--- config.mk ---
export PLATFORM = sky130hd
export DESIGN_NAME = sprite_slot_ctrl_flat
export DESIGN_NICKNAME = d
export VERILOG_FILES = /design/src/rtl/sprite_pkg.sv /design/src/rtl/sprite_slot_ctrl_if.sv /design/src/rtl/sprite_pix_mux.sv /design/src/rtl/sprite_slot_ctrl.sv /design/src/flat_wrapper.sv
export SDC_FILE = /design/constraint.sdc
export NUM_CORES = 1
export LEC_CHECK = 0
export CAP_MARGIN = 15
export CORE_UTILIZATION = 25
export CTS_BUF_LIST = sky130_fd_sc_hd__clkbuf_4
export CTS_CLUSTER_DIAMETER = 120
export CTS_CLUSTER_SIZE = 25
export DETAILED_ROUTE_END_ITERATION = 8
export SYNTH_ARGS = -nofsm -noshare
export SYNTH_HDL_FRONTEND = slang
export SYNTH_SLANG_ARGS = --single-unit
export TNS_END_PERCENT = 50
--- constraint.sdc ---
create_clock -name clk -period 9.35 [get_ports clk]
set_input_delay 0.935 -clock clk [delete_from_list [all_inputs] [get_ports clk]]
set_output_delay 0.935 -clock clk [all_outputs]
set_load 0.02 [all_outputs]
--- src/rtl/sprite_pkg.sv ---
// Shared definitions for the sprite slot scheduler: FSM encoding, default widths
// and the on-screen sprite width helper.
package sprite_pkg;

    typedef enum logic [1:0] {
        IDLE,
        SCAN,
        SPAWN
    } state_t;

    localparam int CORDW_DEF     = 11;
    localparam int SPR_DATAW_DEF = 3;

    function automatic int spr_screen_w(input int width, input int scale);
        return width << scale;
    endfunction

endpackage

--- src/rtl/sprite_slot_ctrl_if.sv ---
// Game-logic side of the sprite scheduler: frame strobe, scroll speed and the
// spawn request/acknowledge handshake.
interface sprite_slot_ctrl_if
    import sprite_pkg::*;
#(
    parameter int CORDW = CORDW_DEF
) ();

    logic                    frame;
    logic                    spawn_req;
    logic signed [CORDW-1:0] spawn_y;
    logic [3:0]              speed;
    logic                    spawn_ack;
    logic                    spawn_drop;

    modport master (
        output frame, spawn_req, spawn_y, speed,
        input  spawn_ack, spawn_drop
    );

    modport slave (
        input  frame, spawn_req, spawn_y, speed,
        output spawn_ack, spawn_drop
    );

endinterface

--- src/rtl/sprite_pix_mux.sv ---
// Fixed-priority sprite pixel compositor (lowest slot wins) with a sticky
// player/sprite collision flag.
module sprite_pix_mux
    import sprite_pkg::*;
#(
    parameter int N_SPR     = 4,
    parameter int SPR_DATAW = SPR_DATAW_DEF
) (
    input  logic                       clk,
    input  logic                       rst,
    input  logic [N_SPR-1:0]           spr_en,
    input  logic [N_SPR-1:0]           spr_drawing,
    input  logic [N_SPR*SPR_DATAW-1:0] spr_pix,
    input  logic                       player_drawing,
    input  logic                       hit_clr,
    output logic [SPR_DATAW-1:0]       pix_out,
    output logic                       drawing_out,
    output logic                       hit
);

    logic [N_SPR-1:0]     act;
    logic [SPR_DATAW-1:0] pix_sel;

    assign act = spr_drawing & spr_en;

    // Walk from the highest slot down so the lowest active slot is written last.
    always_comb begin
        pix_sel = '0;
        for (int i = N_SPR - 1; i >= 0; i--) begin
            if (act[i]) pix_sel = spr_pix[i*SPR_DATAW +: SPR_DATAW];
        end
    end

    always_ff @(posedge clk) begin
        if (rst) begin
            pix_out     <= '0;
            drawing_out <= 1'b0;
            hit         <= 1'b0;
        end else begin
            pix_out     <= pix_sel;
            drawing_out <= |act;
            // A collision in the same cycle as the frame clear must not be lost.
            if (player_drawing && |act) hit <= 1'b1;
            else if (hit_clr)           hit <= 1'b0;
        end
    end

endmodule

--- src/rtl/sprite_slot_ctrl.sv ---
// Per-frame sprite slot scheduler: scrolls and retires active slots one per
// cycle after each frame pulse, then allocates the lowest free slot to a pending spawn.
module sprite_slot_ctrl
    import sprite_pkg::*;
#(
    parameter int N_SPR     = 4,
    parameter int CORDW     = CORDW_DEF,
    parameter int H_RES     = 640,
    parameter int SPR_WIDTH = 16,
    parameter int SPR_SCALE = 1,
    parameter int SPR_DATAW = SPR_DATAW_DEF
) (
    input  logic                         clk,
    input  logic                         rst,
    sprite_slot_ctrl_if.slave            ctl,
    output logic [N_SPR-1:0]             spr_en,
    output logic [N_SPR*CORDW-1:0]       sprx_bus,
    output logic [N_SPR*CORDW-1:0]       spry_bus,
    input  logic [N_SPR-1:0]             spr_drawing,
    input  logic [N_SPR*SPR_DATAW-1:0]   spr_pix,
    input  logic                         player_drawing,
    output logic [SPR_DATAW-1:0]         pix_out,
    output logic                         drawing_out,
    output logic                         hit,
    output logic                         busy,
    output logic [$clog2(N_SPR+1)-1:0]   active_cnt
);

    localparam int SCR_W = spr_screen_w(SPR_WIDTH, SPR_SCALE);
    localparam int IDXW  = $clog2(N_SPR);
    localparam int CNTW  = $clog2(N_SPR + 1);
    localparam logic [IDXW-1:0]         LAST_IDX = IDXW'(N_SPR - 1);
    localparam logic signed [CORDW:0]   X_LIM    = -(CORDW+1)'(SCR_W);

    state_t                  state, state_nxt;
    logic [IDXW-1:0]         idx;
    logic signed [CORDW-1:0] pos_x [N_SPR];
    logic signed [CORDW-1:0] pos_y [N_SPR];
    logic                    pend;
    logic signed [CORDW-1:0] pend_y;
    logic signed [CORDW:0]   x_new;
    logic                    accept, scan_hit, retire, alloc, free_found;
    logic [IDXW-1:0]         free_idx;
    logic [N_SPR-1:0]        en_nxt;

    assign accept   = (state == IDLE) && ctl.frame;
    assign busy     = (state != IDLE);
    assign scan_hit = (state == SCAN) && spr_en[idx];

    // NOTE: every always_comb assigns its outputs a default first so no path infers a latch.
    always_comb begin
        state_nxt = state;
        case (state)
            IDLE:    if (ctl.frame)       state_nxt = SCAN;
            SCAN:    if (idx == LAST_IDX) state_nxt = SPAWN;
            SPAWN:                        state_nxt = IDLE;
            default:                      state_nxt = IDLE;
        endcase
    end

    // One bit wider than a coordinate so a sprite near the left edge cannot wrap.
    assign x_new  = {pos_x[idx][CORDW-1], pos_x[idx]} - {{(CORDW-3){1'b0}}, ctl.speed};
    assign retire = scan_hit && (x_new <= X_LIM);

    always_comb begin
        free_found = 1'b0;
        free_idx   = '0;
        for (int i = N_SPR - 1; i >= 0; i--) begin
            if (!spr_en[i]) begin
                free_found = 1'b1;
                free_idx   = IDXW'(i);
            end
        end
    end

    assign alloc = (state == SPAWN) && pend && free_found;

    always_comb begin
        en_nxt = spr_en;
        if (retire) en_nxt[idx]      = 1'b0;
        if (alloc)  en_nxt[free_idx] = 1'b1;
    end

    // NOTE: non-blocking assignments so every register samples pre-edge values.
    always_ff @(posedge clk) begin
        if (rst) begin
            state          <= IDLE;
            idx            <= '0;
            spr_en         <= '0;
            active_cnt     <= '0;
            pend           <= 1'b0;
            pend_y         <= '0;
            ctl.spawn_ack  <= 1'b0;
            ctl.spawn_drop <= 1'b0;
            // NOTE: positions drive the engines directly, so the array is reset like any register.
            for (int i = 0; i < N_SPR; i++) begin
                pos_x[i] <= '0;
                pos_y[i] <= '0;
            end
        end else begin
            state      <= state_nxt;
            spr_en     <= en_nxt;
            active_cnt <= CNTW'($countones(en_nxt));

            if (accept)                                idx <= '0;
            else if (state == SCAN && idx != LAST_IDX) idx <= idx + 1'b1;

            if (scan_hit && !retire) pos_x[idx] <= x_new[CORDW-1:0];
            if (alloc) begin
                pos_x[free_idx] <= CORDW'(H_RES);
                pos_y[free_idx] <= pend_y;
            end

            ctl.spawn_ack  <= alloc;
            ctl.spawn_drop <= ctl.spawn_req && pend && !alloc;
            if (ctl.spawn_req && (!pend || alloc)) begin
                pend   <= 1'b1;
                pend_y <= ctl.spawn_y;
            end else if (alloc) begin
                pend <= 1'b0;
            end
        end
    end

    for (genvar g = 0; g < N_SPR; g++) begin : g_bus
        assign sprx_bus[g*CORDW +: CORDW] = pos_x[g];
        assign spry_bus[g*CORDW +: CORDW] = pos_y[g];
    end

    sprite_pix_mux #(
        .N_SPR     (N_SPR),
        .SPR_DATAW (SPR_DATAW)
    ) u_pix_mux (
        .clk            (clk),
        .rst            (rst),
        .spr_en         (spr_en),
        .spr_drawing    (spr_drawing),
        .spr_pix        (spr_pix),
        .player_drawing (player_drawing),
        .hit_clr        (accept),
        .pix_out        (pix_out),
        .drawing_out    (drawing_out),
        .hit            (hit)
    );

endmodule
--- src/flat_wrapper.sv ---
// flat-port wrapper written by rule: the top's interface ports become plain ports
module sprite_slot_ctrl_flat import sprite_pkg::*;
#(
    parameter int N_SPR     = 4,
    parameter int CORDW     = CORDW_DEF,
    parameter int H_RES     = 640,
    parameter int SPR_WIDTH = 16,
    parameter int SPR_SCALE = 1,
    parameter int SPR_DATAW = SPR_DATAW_DEF
)
  (clk, rst, spr_en, sprx_bus, spry_bus, spr_drawing, spr_pix, player_drawing, pix_out, drawing_out, hit, busy, active_cnt, ctl_frame, ctl_spawn_req, ctl_spawn_y, ctl_speed, ctl_spawn_ack, ctl_spawn_drop);
  sprite_slot_ctrl_if #(.CORDW(CORDW)) ctl_i ();
  input  logic clk;
  input  logic rst;
  output logic [N_SPR-1:0] spr_en;
  output logic [N_SPR*CORDW-1:0] sprx_bus;
  output logic [N_SPR*CORDW-1:0] spry_bus;
  input  logic [N_SPR-1:0] spr_drawing;
  input  logic [N_SPR*SPR_DATAW-1:0] spr_pix;
  input  logic player_drawing;
  output logic [SPR_DATAW-1:0] pix_out;
  output logic drawing_out;
  output logic hit;
  output logic busy;
  output logic [$clog2(N_SPR+1)-1:0] active_cnt;
  input wire logic [$bits(ctl_i.frame)-1:0] ctl_frame;
  input wire logic [$bits(ctl_i.spawn_req)-1:0] ctl_spawn_req;
  input wire logic [$bits(ctl_i.spawn_y)-1:0] ctl_spawn_y;
  input wire logic [$bits(ctl_i.speed)-1:0] ctl_speed;
  output wire logic [$bits(ctl_i.spawn_ack)-1:0] ctl_spawn_ack;
  output wire logic [$bits(ctl_i.spawn_drop)-1:0] ctl_spawn_drop;
  assign ctl_i.frame = ctl_frame;
  assign ctl_i.spawn_req = ctl_spawn_req;
  assign ctl_i.spawn_y = ctl_spawn_y;
  assign ctl_i.speed = ctl_speed;
  assign ctl_spawn_ack = ctl_i.spawn_ack;
  assign ctl_spawn_drop = ctl_i.spawn_drop;
  sprite_slot_ctrl #(.N_SPR(N_SPR), .CORDW(CORDW), .H_RES(H_RES), .SPR_WIDTH(SPR_WIDTH), .SPR_SCALE(SPR_SCALE), .SPR_DATAW(SPR_DATAW)) u_core (.clk(clk), .rst(rst), .ctl(ctl_i), .spr_en(spr_en), .sprx_bus(sprx_bus), .spry_bus(spry_bus), .spr_drawing(spr_drawing), .spr_pix(spr_pix), .player_drawing(player_drawing), .pix_out(pix_out), .drawing_out(drawing_out), .hit(hit), .busy(busy), .active_cnt(active_cnt));
endmodule
======== Word-level counts from Yosys, hierarchy flattened ========
Memory sizes are Yosys's and may differ from the RTL's. A register that Yosys moved wholly into a read port is not among the register bits.
Index checks and enable logic that the tools add are counted.
operators by class
  reduce and logical (&&, ||, !) cells .... 27
  muxes and demuxes ....................... 46
  bitwise gates (word level) .............. 4
  add/subtract/negate cells ............... 5
  equality and inequality tests ........... 6
  magnitude comparators ................... 5
operators with widths
  cell                   number
  $mux W11               3
  $reduce_or A11 Y1      3
  $mux W1                22
  $mux W2                11
  $logic_and A1 B1 Y1    13
  $le A12 B6 Y1 const B  1
  $mux W3                4
  $sub A11 B5 Y12        1
  $and A4 B4 Y4          2
  $mux W4                2
  $lt A2 B3 Y1 const B   2
  $ne A2 B2 Y1 const B   3
  $reduce_bool A2 Y1     3
  $add A1 B1 Y2          2
  $demux W1 S2           2
  $eq A2 B2 Y1 const B   2
  $ge A2 B1 Y1 const B   2
  $not A4 Y4             1
  $or A4 B4 Y4           1
  $pmux W2 S2            1
  $reduce_or A4 Y1       1
  $add A3 B3 Y3          1
  $logic_not A1 Y1       3
  $add A2 B1 Y2 const B  1
  other kinds (6)        6
word-level totals
  memories ................................ 2
  memory bits (writable) .................. 88
  input bits .............................. 36
  register bits ........................... 30
  logic and storage cells ................. 106
  output and inout port bits .............. 103
memory list
  memory        words  width  rd ports  clocked after memory_dff  wr ports  line                    RTL
  u_core.pos_x  4      11     5         1                         4         sprite_slot_ctrl.sv:37  logic signed [CORDW-1:0] pos_x [N_SPR];
  u_core.pos_y  4      11     4         0                         4         sprite_slot_ctrl.sv:38  logic signed [CORDW-1:0] pos_y [N_SPR];

======== Longest topological paths before layout ========
Gate-level depths: netlist of the first run.
  depth in word-level cells ............... 12
  depth in mapped cells ................... 17
  mapped depth without buffers ............ 16

======== Hierarchy ========
A second synthesis of the first run with hierarchy kept.
second synthesis, totals
  cells, all modules ...................... 439
  area total of the unflattened synthesis .. 5522.8 um^2
by module, submodules not included
  module            instances  area each (um^2)  cells an instance  seq. area each (um^2)
  sprite_slot_ctrl  1          5261.3            411                3183.1
  sprite_pix_mux    1          261.5             28                 100.1

======== Worst setup path before layout of the first run ========
No wires, ideal clock.
  path kind ............................... input port to flip-flop
  start point ............................. input ctl_speed[0]
  end point ............................... register u_core.active_cnt[1]
  data arrival time ....................... 4.023 ns
  data required time ...................... 9.226 ns
  setup time .............................. 0.124 ns
  stages on the path ...................... 14
  buffers on the path ..................... 0
  path slack .............................. 5.203 ns
  path through ............................ ha_1 -> fa_1 -> xor2_1 -> nand4_1 -> mux2_2 -> a32oi_1 -> a21oi_1 -> a211oi_2 -> nand2_1 -> a21o_1 -> ha_1 -> ha_1 -> fa_1 -> nor2b_1
on the way
  word-level cells in the longest chain between the ends .. 8
  elaborated cells between the ends (all ways) .. 9
  classes of those cells .................. add/sub (4); order compare (1); mux (2); bitwise (1); reduce/logical (1)
RTL lines
  what                                     line                     RTL
  start, declared                          flat_wrapper.sv:29       input wire logic [$bits(ctl_i.speed)-1:0] ctl_speed;
  $sub A11 B5 Y12 (*)                      sprite_slot_ctrl.sv:62   assign x_new = {pos_x[idx][CORDW-1], pos_x[idx]} - {{(CORDW-3){1'b0}}, ctl.speed};
  $le A12 B6 Y1 (*)                        sprite_slot_ctrl.sv:63   assign retire = scan_hit && (x_new <= X_LIM);
  $logic_and A1 B1 Y1 (*)                  sprite_slot_ctrl.sv:63
  $mux W4 (*)                              sprite_slot_ctrl.sv:80   if (retire) en_nxt[idx] = 1'b0;
  $or A4 B4 Y4 (no line)                   n/a
  $mux W4 (*)                              sprite_slot_ctrl.sv:81   if (alloc) en_nxt[free_idx] = 1'b1;
  net u_core.en_nxt[3]                     sprite_slot_ctrl.sv:44   logic [N_SPR-1:0] en_nxt;
  $add A1 B1 Y2 (not written as such) (*)  sprite_slot_ctrl.sv:103  active_cnt <= CNTW'($countones(en_nxt));
  $add A3 B3 Y3 (not written as such) (*)  sprite_slot_ctrl.sv:103
  end signal, assigned                     sprite_slot_ctrl.sv:103
  end, declared                            sprite_slot_ctrl.sv:26   output logic [$clog2(N_SPR+1)-1:0] active_cnt
The timed path passes the listed nets; every way through them passes the cells marked *.
A chain may end at the register's enable or synchronous reset.

==> results.toml, run 1 <==
[run_status]
status = "complete, no violations"

[synth]
synth_seq_cells = 120
synth-edff-count = 88
synthCells = 447
avgSynthCellArea_um2 = 12.5
syn_nets = 496
synthesis.area_mm2 = 0.00557
async_flop_share_pct = 0
yosys_warnings = 0
synth_cell_type_count = 57
ys.flop_type = "edfxtp_1"
ys_seq_area_share_pct = 59.0

[global_route]
grt_pass1_vias = 4197
grt_usage_pct = 13.8
grt_pass1_wl_um = 23100
grt_max_degree = 40
grt_overflow = 0
antenna_found_initial = 1

[clocking]
ctsHoldBuffers = 0
htree_levels = 4
ctsResizeCount = 0
cts_tree = "yes"
clk_path_buf_depth = 2
postCtsSetupBuffers = 0
clkSinkCount = 120
clk_pin_slew_ps = 130
cts_root_buf = "clkbuf_4"
clk_latency_ps = 570
cts_buffers = 17

[timing]
fmax_mhz = 198
setup_violations = 0
relSlewSlack_pct = 24.7
period_share_pct = 53.9
whs_ps = 489
finalSetupTns_ps = 0
rsz0062_at_grt = "false"
tightest_slew_ps = 1120
slew_violations = 0
final_hold_viol_count = 0
layout_min_cycle_time_ps = 5040
clock_skew_ps = 27.7

[final_layout]
area_delta_synth_final_pct = 34.8
layout-drive-gt1-share_pct = 13.4
layout.nets = 635

[detailed_routing]
wl_per_cell_um = 17.2
ant_nets = 0
drc = 0
vias = 4000
drt_first_pass_iters = 6
drt_iter0_markers = 182
drt_wl_total_um = 15100
vias_per_cell = 4.55

[floorplanning]
die_h_um = 151
die_area_mm2 = 0.0229
core_mm2 = 0.0218
die_w_um = 151
initial_core_util_pct = 25.5
rows = 54
io_pins = 139

[setup_path]
path_class = "flop to flop"
start_kind = "flop"
crit_path_max_fanout = 12
cp.required_ps = 9500
arrival_ps = 5180
end_kind = "flop"

[worst_hold_path]
hp-class = "flop to flop"

[power]
power_density_mw_per_mm2 = 148
ir_drop_uv = 81.2
leakage_nw = 2.78

[place]
gp_congestion = 0.841
port_buffers = 138
place_hpwl_um = 11500

[job]
cap_violations = 0
## final cells by class
type                            instances  area [um2]
Fill cell                            2163       14300
Sequential cell                       120        3280
Multi-Input combinational cell        281        2080
Timing Repair Buffer                  143        1420
Tap cell                              280         350
Clock inverter                         14         148
Clock buffer                           18         135
Inverter                               23        86.3
Antenna cell                            1        2.50
## worst paths after layout
check / from / end / slack (ps) / cells after the start
setup / recovery: flop / u_core.pos_x[2][0]$_SDFFCE_PN0P_ / 4310 / 12
hold / removal: u_core.u_pix_mux.hit$_SDFFE_PP0P_ / u_core.u_pix_mux.hit$_SDFFE_PP0P_ / 490 / 2
setup reg to reg: flop / u_core.pos_x[2][0]$_SDFFCE_PN0P_ / 4310 / 12
hold reg to reg: u_core.u_pix_mux.hit$_SDFFE_PP0P_ / u_core.u_pix_mux.hit$_SDFFE_PP0P_ / 490 / 2
## worst max-delay path, stage by stage (launching register included)
cell	delay [ps]
dfxtp_1	750
mux4_2	320
inv_1	40
ha_1	200
fa_1	420
xor2_1	250
nand4_1	120
mux2_2	300
a32oi_1	260
a211oi_1	170
a22o_4	300
a31oi_1	850
nand2b_1	630
## report_power, final
group	switching, mW	internal, mW
combinational	0.0748	0.0643
sequential	0.0141	0.586
clock	0.212	0.163
total	0.301	0.813
## synthesized netlist by cell type (all sizes together), types with 2 or more instances
master  count  area share (%)
nand2      24             1.6
nand4       4            0.72
a21oi      20             2.0
xor2        4            0.63
a32oi       4            0.63
a211oi      5            0.94
nor4        3            0.34
inv        23             1.6
and3       14             1.6
o21ai       7            0.63
nor2       45             3.2
mux4       12             4.9
o211ai      4            0.54
and2       35             3.9
fa          2            0.72
xnor2       5            0.79
a21o        2            0.27
nand2b      6            0.67
a31oi       5            0.56
ha         11             2.5
edfxtp     88              47
nand3       8            0.72
or2         6            0.67
buf         8             1.1
dfxtp      32              12
clkbuf     15             1.0
nor3       18             2.6
nor2b       8            0.90
mux2i      13             2.3
## cell families (layout without fill, tap and decap cells)
logic type / count (synthesis) / in the layout / synth area share, %
and+or+nand+nor: 176 / 176 / 17.8
DFF: 120 / 120 / 59.0
AOI/OAI and AO/OA: 57 / 57 / 7.57
buffers and inverters: 46 / 198 / 3.64
muxes: 26 / 26 / 7.39
adders and majority gates: 13 / 13 / 3.19
xor gates and xnor gates: 9 / 9 / 1.42
other: 0 / 1 / 0
## through the flow
stage | std cells | utilization (%) | cell area [um2] | power, mW | setup WS [ps]
3_5_place_dp | 847 | 33.1 | 7220 | 0.752 | 4040
4_1_cts | 879 | 34.4 | 7500 | 1.13 | 4290
6_report | 880 | 34.4 | 7500 | 1.11 | 4310
2_1_floorplan | 447 | - | 5570 | 0.687 | 5200
3_3_place_gp | 847 | 33.1 | 7220 | 0.749 | 4180
5_1_grt | 880 | 34.4 | 7500 | 1.16 | 4010
## cell usage in the layout (no fill, tap or decap), drive strengths merged, types with 3 or more instances in the layout
| cell type | instances |
|---|---|
| nor2b | 8 |
| clkinv | 4 |
| or2 | 6 |
| nand2b | 6 |
| mux2i | 13 |
| nor3 | 18 |
| a21oi | 20 |
| clkbuf | 18 |
| and2 | 35 |
| clkdlybuf4s50 | 138 |
| o21ai | 7 |
| nand3 | 8 |
| ha | 11 |
| buf | 5 |
| dfxtp | 32 |
| xor2 | 4 |
| xnor2 | 5 |
| a32oi | 4 |
| nor4 | 3 |
| nand2 | 24 |
| a31oi | 5 |
| clkinvlp | 4 |
| o211ai | 4 |
| nor2 | 45 |
| nand4 | 4 |
| mux4 | 12 |
| inv | 27 |
| and3 | 14 |
| a211oi | 5 |
| edfxtp | 88 |
## sequential cells by signal, indices dropped and copies added (netlist names), named ones only
signal                        flops
u_core.active_cnt                 3
u_core.ctl.spawn_ack              1
u_core.ctl.spawn_drop             1
u_core.idx                        2
u_core.pend                       1
u_core.pend_y                    11
u_core.pos_x                     44
u_core.pos_y                     44
u_core.spr_en                     4
u_core.state                      2
u_core.u_pix_mux.drawing_out      1
u_core.u_pix_mux.hit              1
u_core.u_pix_mux.pix_out          3
## metal layers
metal | up-vias | GRT usage (%) | share of wire, %
li1 | 1899 | - | -
met1 | 1923 | 16.5 | 43
met2 | 147 | 23.3 | 50
met3 | 31 | 3.28 | 4.9
met4 | 0 | 6.35 | 2.3
met5 | - | 0 | 0
No activity file was read; power rests on OpenSTA's default activity.
==> run 2: changes to the inputs <==
==> constraint.sdc (replaced) <==
create_clock -name clk -period 5.05 [get_ports clk]
set_input_delay 0.505 -clock clk [delete_from_list [all_inputs] [get_ports clk]]
set_output_delay 0.505 -clock clk [all_outputs]
set_load 0.02 [all_outputs]
==> run 2 against run 1 <==
Compared with the run above: total power up 90%; clock skew down 14 ps; global-route usage down 0.20 points; critical path depth up 4; utilization up 0.32 points; setup slack worse by 3700 ps; critical path type unchanged; largest cell class unchanged; largest power group unchanged.
==> results.toml, run 2 (synthesized netlist as in run 1, its figures left out) <==
[run_status]
status = "complete, no violations"

[place]
dp.cells = 852
gp_congestion = 0.868
placed_area_mm2 = 0.00726
port_buffers = 138
place_hpwl_um = 11200

[detailed_routing]
drt_wl_total_um = 14900
vias = 4044
drt_iter0_markers = 189
drt_first_pass_iters = 5
vias_per_cell = 4.57
drc = 0
ant_nets = 0
wl_per_cell_um = 16.9

[setup_path]
cpPeakStageDelay_ps = 580
path_common_cell = "ha_1"
path_delay_family = "adder cells"
start_kind = "flop"
cp.depth = 16
cp_num_buf_inv = 1
path_class = "flop to flop"
end_kind = "flop"
path_cells = "mux4_2 > inv_1 > ha_1 > fa_1 > xor2_1 > nand4_1 > mux2_2 > a32oi_1 > a21oi_1 > a211oi_2 > nand2_1 > a21o_1 > ha_1 > ha_1 > fa_1 > nor2b_1"
arrival_ps = 4860
cp_slowest_cell = "dfxtp_1"
crit_path_max_fanout = 7
worst_r2r_path_depth = 16
cp.required_ps = 5460

[clocking]
clk_latency_ps = 510
htree_levels = 4
cts_buffers = 17
ctsResizeCount = 0
clkSinkCount = 120
cts_tree = "yes"
ctsHoldBuffers = 0
postCtsSetupBuffers = 0
cts_root_buf = "clkbuf_4"
clk_path_buf_depth = 2
clk_pin_slew_ps = 110

[global_route]
grt_pass1_vias = 4179
grt_pass1_wl_um = 22900
antenna_found_initial = 1
grt_usage_pct = 13.6
grt_overflow = 0
grt_max_degree = 27

[final_layout]
fillers = 2152
final_area_mm2 = 0.00757
area_delta_synth_final_pct = 36.1
mostFrequentLayoutCells = "clkdlybuf4s50_1 (138), edfxtp_1 (88), nor2_1 (43), and2_1 (35), dfxtp_1 (32)"
layout-drive-gt1-share_pct = 13.6
final_common_cell = "clkdlybuf4s50_1"
layout.nets = 640
stdcell_count = 884
top_regs = "u_core.pos_x: 44 flops, u_core.pos_y: 44 flops, u_core.pend_y: 11 flops"

[power]
power_mw = 2.12
p_seq_share_pct = 52.5
ir_drop_uv = 125
p_sw_share_pct = 24.5
pwr-share-comb_pct = 12.1
p_switching_uw = 519
power_density_mw_per_mm2 = 280
leakage_nw = 2.83
power_frac_clock_pct = 35.4
p_int_mw = 1.60

[timing]
slew_violations = 0
rsz0062_at_grt = "false"
clock_skew_ps = 14.0
finalSetupTns_ps = 0
period_share_pct = 88.1
relSlewSlack_pct = 47.2
tightest_slew_ps = 788
setup_violations = 0
whs_ps = 483
fmax_mhz = 225
final_hold_viol_count = 0
layout_min_cycle_time_ps = 4450

[worst_hold_path]
hp-class = "flop to flop"
holdPathStages = 2

[floorplanning]
die_w_um = 151
die_h_um = 151
die_area_mm2 = 0.0229
rows = 54
initial_core_util_pct = 25.5
core_mm2 = 0.0218
io_pins = 139

[job]
cap_violations = 0
run 2: metal layers:
metal / routed length [um] / global-route usage, %
met3: 970 / 3.49
met4: 209 / 4.95
met5: 0 / 0
met1: 6430 / 16.8
met2: 7320 / 22.8
run 2: layout make-up:
| class | count | area [um2] | area share (%) |
|---|---|---|---|
| Clock buffer | 18 | 135 | 1.78 |
| Tap cell | 280 | 350 | 4.63 |
| Sequential cell | 120 | 3280 | 43.4 |
| Timing Repair Buffer | 148 | 1460 | 19.2 |
| Inverter | 23 | 86.3 | 1.14 |
| Multi-Input combinational cell | 281 | 2080 | 27.5 |
| Antenna cell | 1 | 2.50 | 0.0330 |
| Clock inverter | 13 | 179 | 2.36 |
run 2: metrics by stage:
stage	utilization (%)	setup slack, ps
2_1_floorplan	-	936
3_3_place_gp	33.3	594
3_5_place_dp	33.3	498
4_1_cts	34.7	577
5_1_grt	34.7	361
6_report	34.7	600
run 2: tightest hold or removal path: cells and delay by family (launching register included):
| kind | cells | cell delay (ps) |
|---|---|---|
| AOI/OAI and AO/OA | 1 | 70 |
| DFF | 1 | 330 |
| buffers and inverters | 1 | 40 |
run 2: worst paths after layout:
kind,start,endpoint,slack [ps]
max,flop,u_core.active_cnt[1]$_SDFF_PP0_,600
min,u_core.u_pix_mux.hit$_SDFFE_PP0P_,u_core.u_pix_mux.hit$_SDFFE_PP0P_,480
max reg2reg,flop,u_core.active_cnt[1]$_SDFF_PP0_,600
min reg2reg,u_core.u_pix_mux.hit$_SDFFE_PP0P_,u_core.u_pix_mux.hit$_SDFFE_PP0P_,480
run 2: power groups by stage:
stage / logic, mW / clock network, mW / registers (mW)
after floorplan: 0.116 / 0 / 1.16
after global placement: 0.252 / 0 / 1.13
after detailed placement: 0.257 / 0 / 1.13
after CTS: 0.259 / 0.775 / 1.11
after global routing: 0.275 / 0.814 / 1.12
final: 0.257 / 0.750 / 1.11
==> run 3: changes to the inputs <==
--- a/config.mk
+++ b/config.mk
@@ -14,4 +14,4 @@
 export SYNTH_ARGS = -nofsm -noshare
 export SYNTH_HDL_FRONTEND = slang
 export SYNTH_SLANG_ARGS = --single-unit
-export TNS_END_PERCENT = 50
+export TNS_END_PERCENT = 10
==> results of run 3 <==
No change in the layout: final DEF, timing and power equal those of run 2.
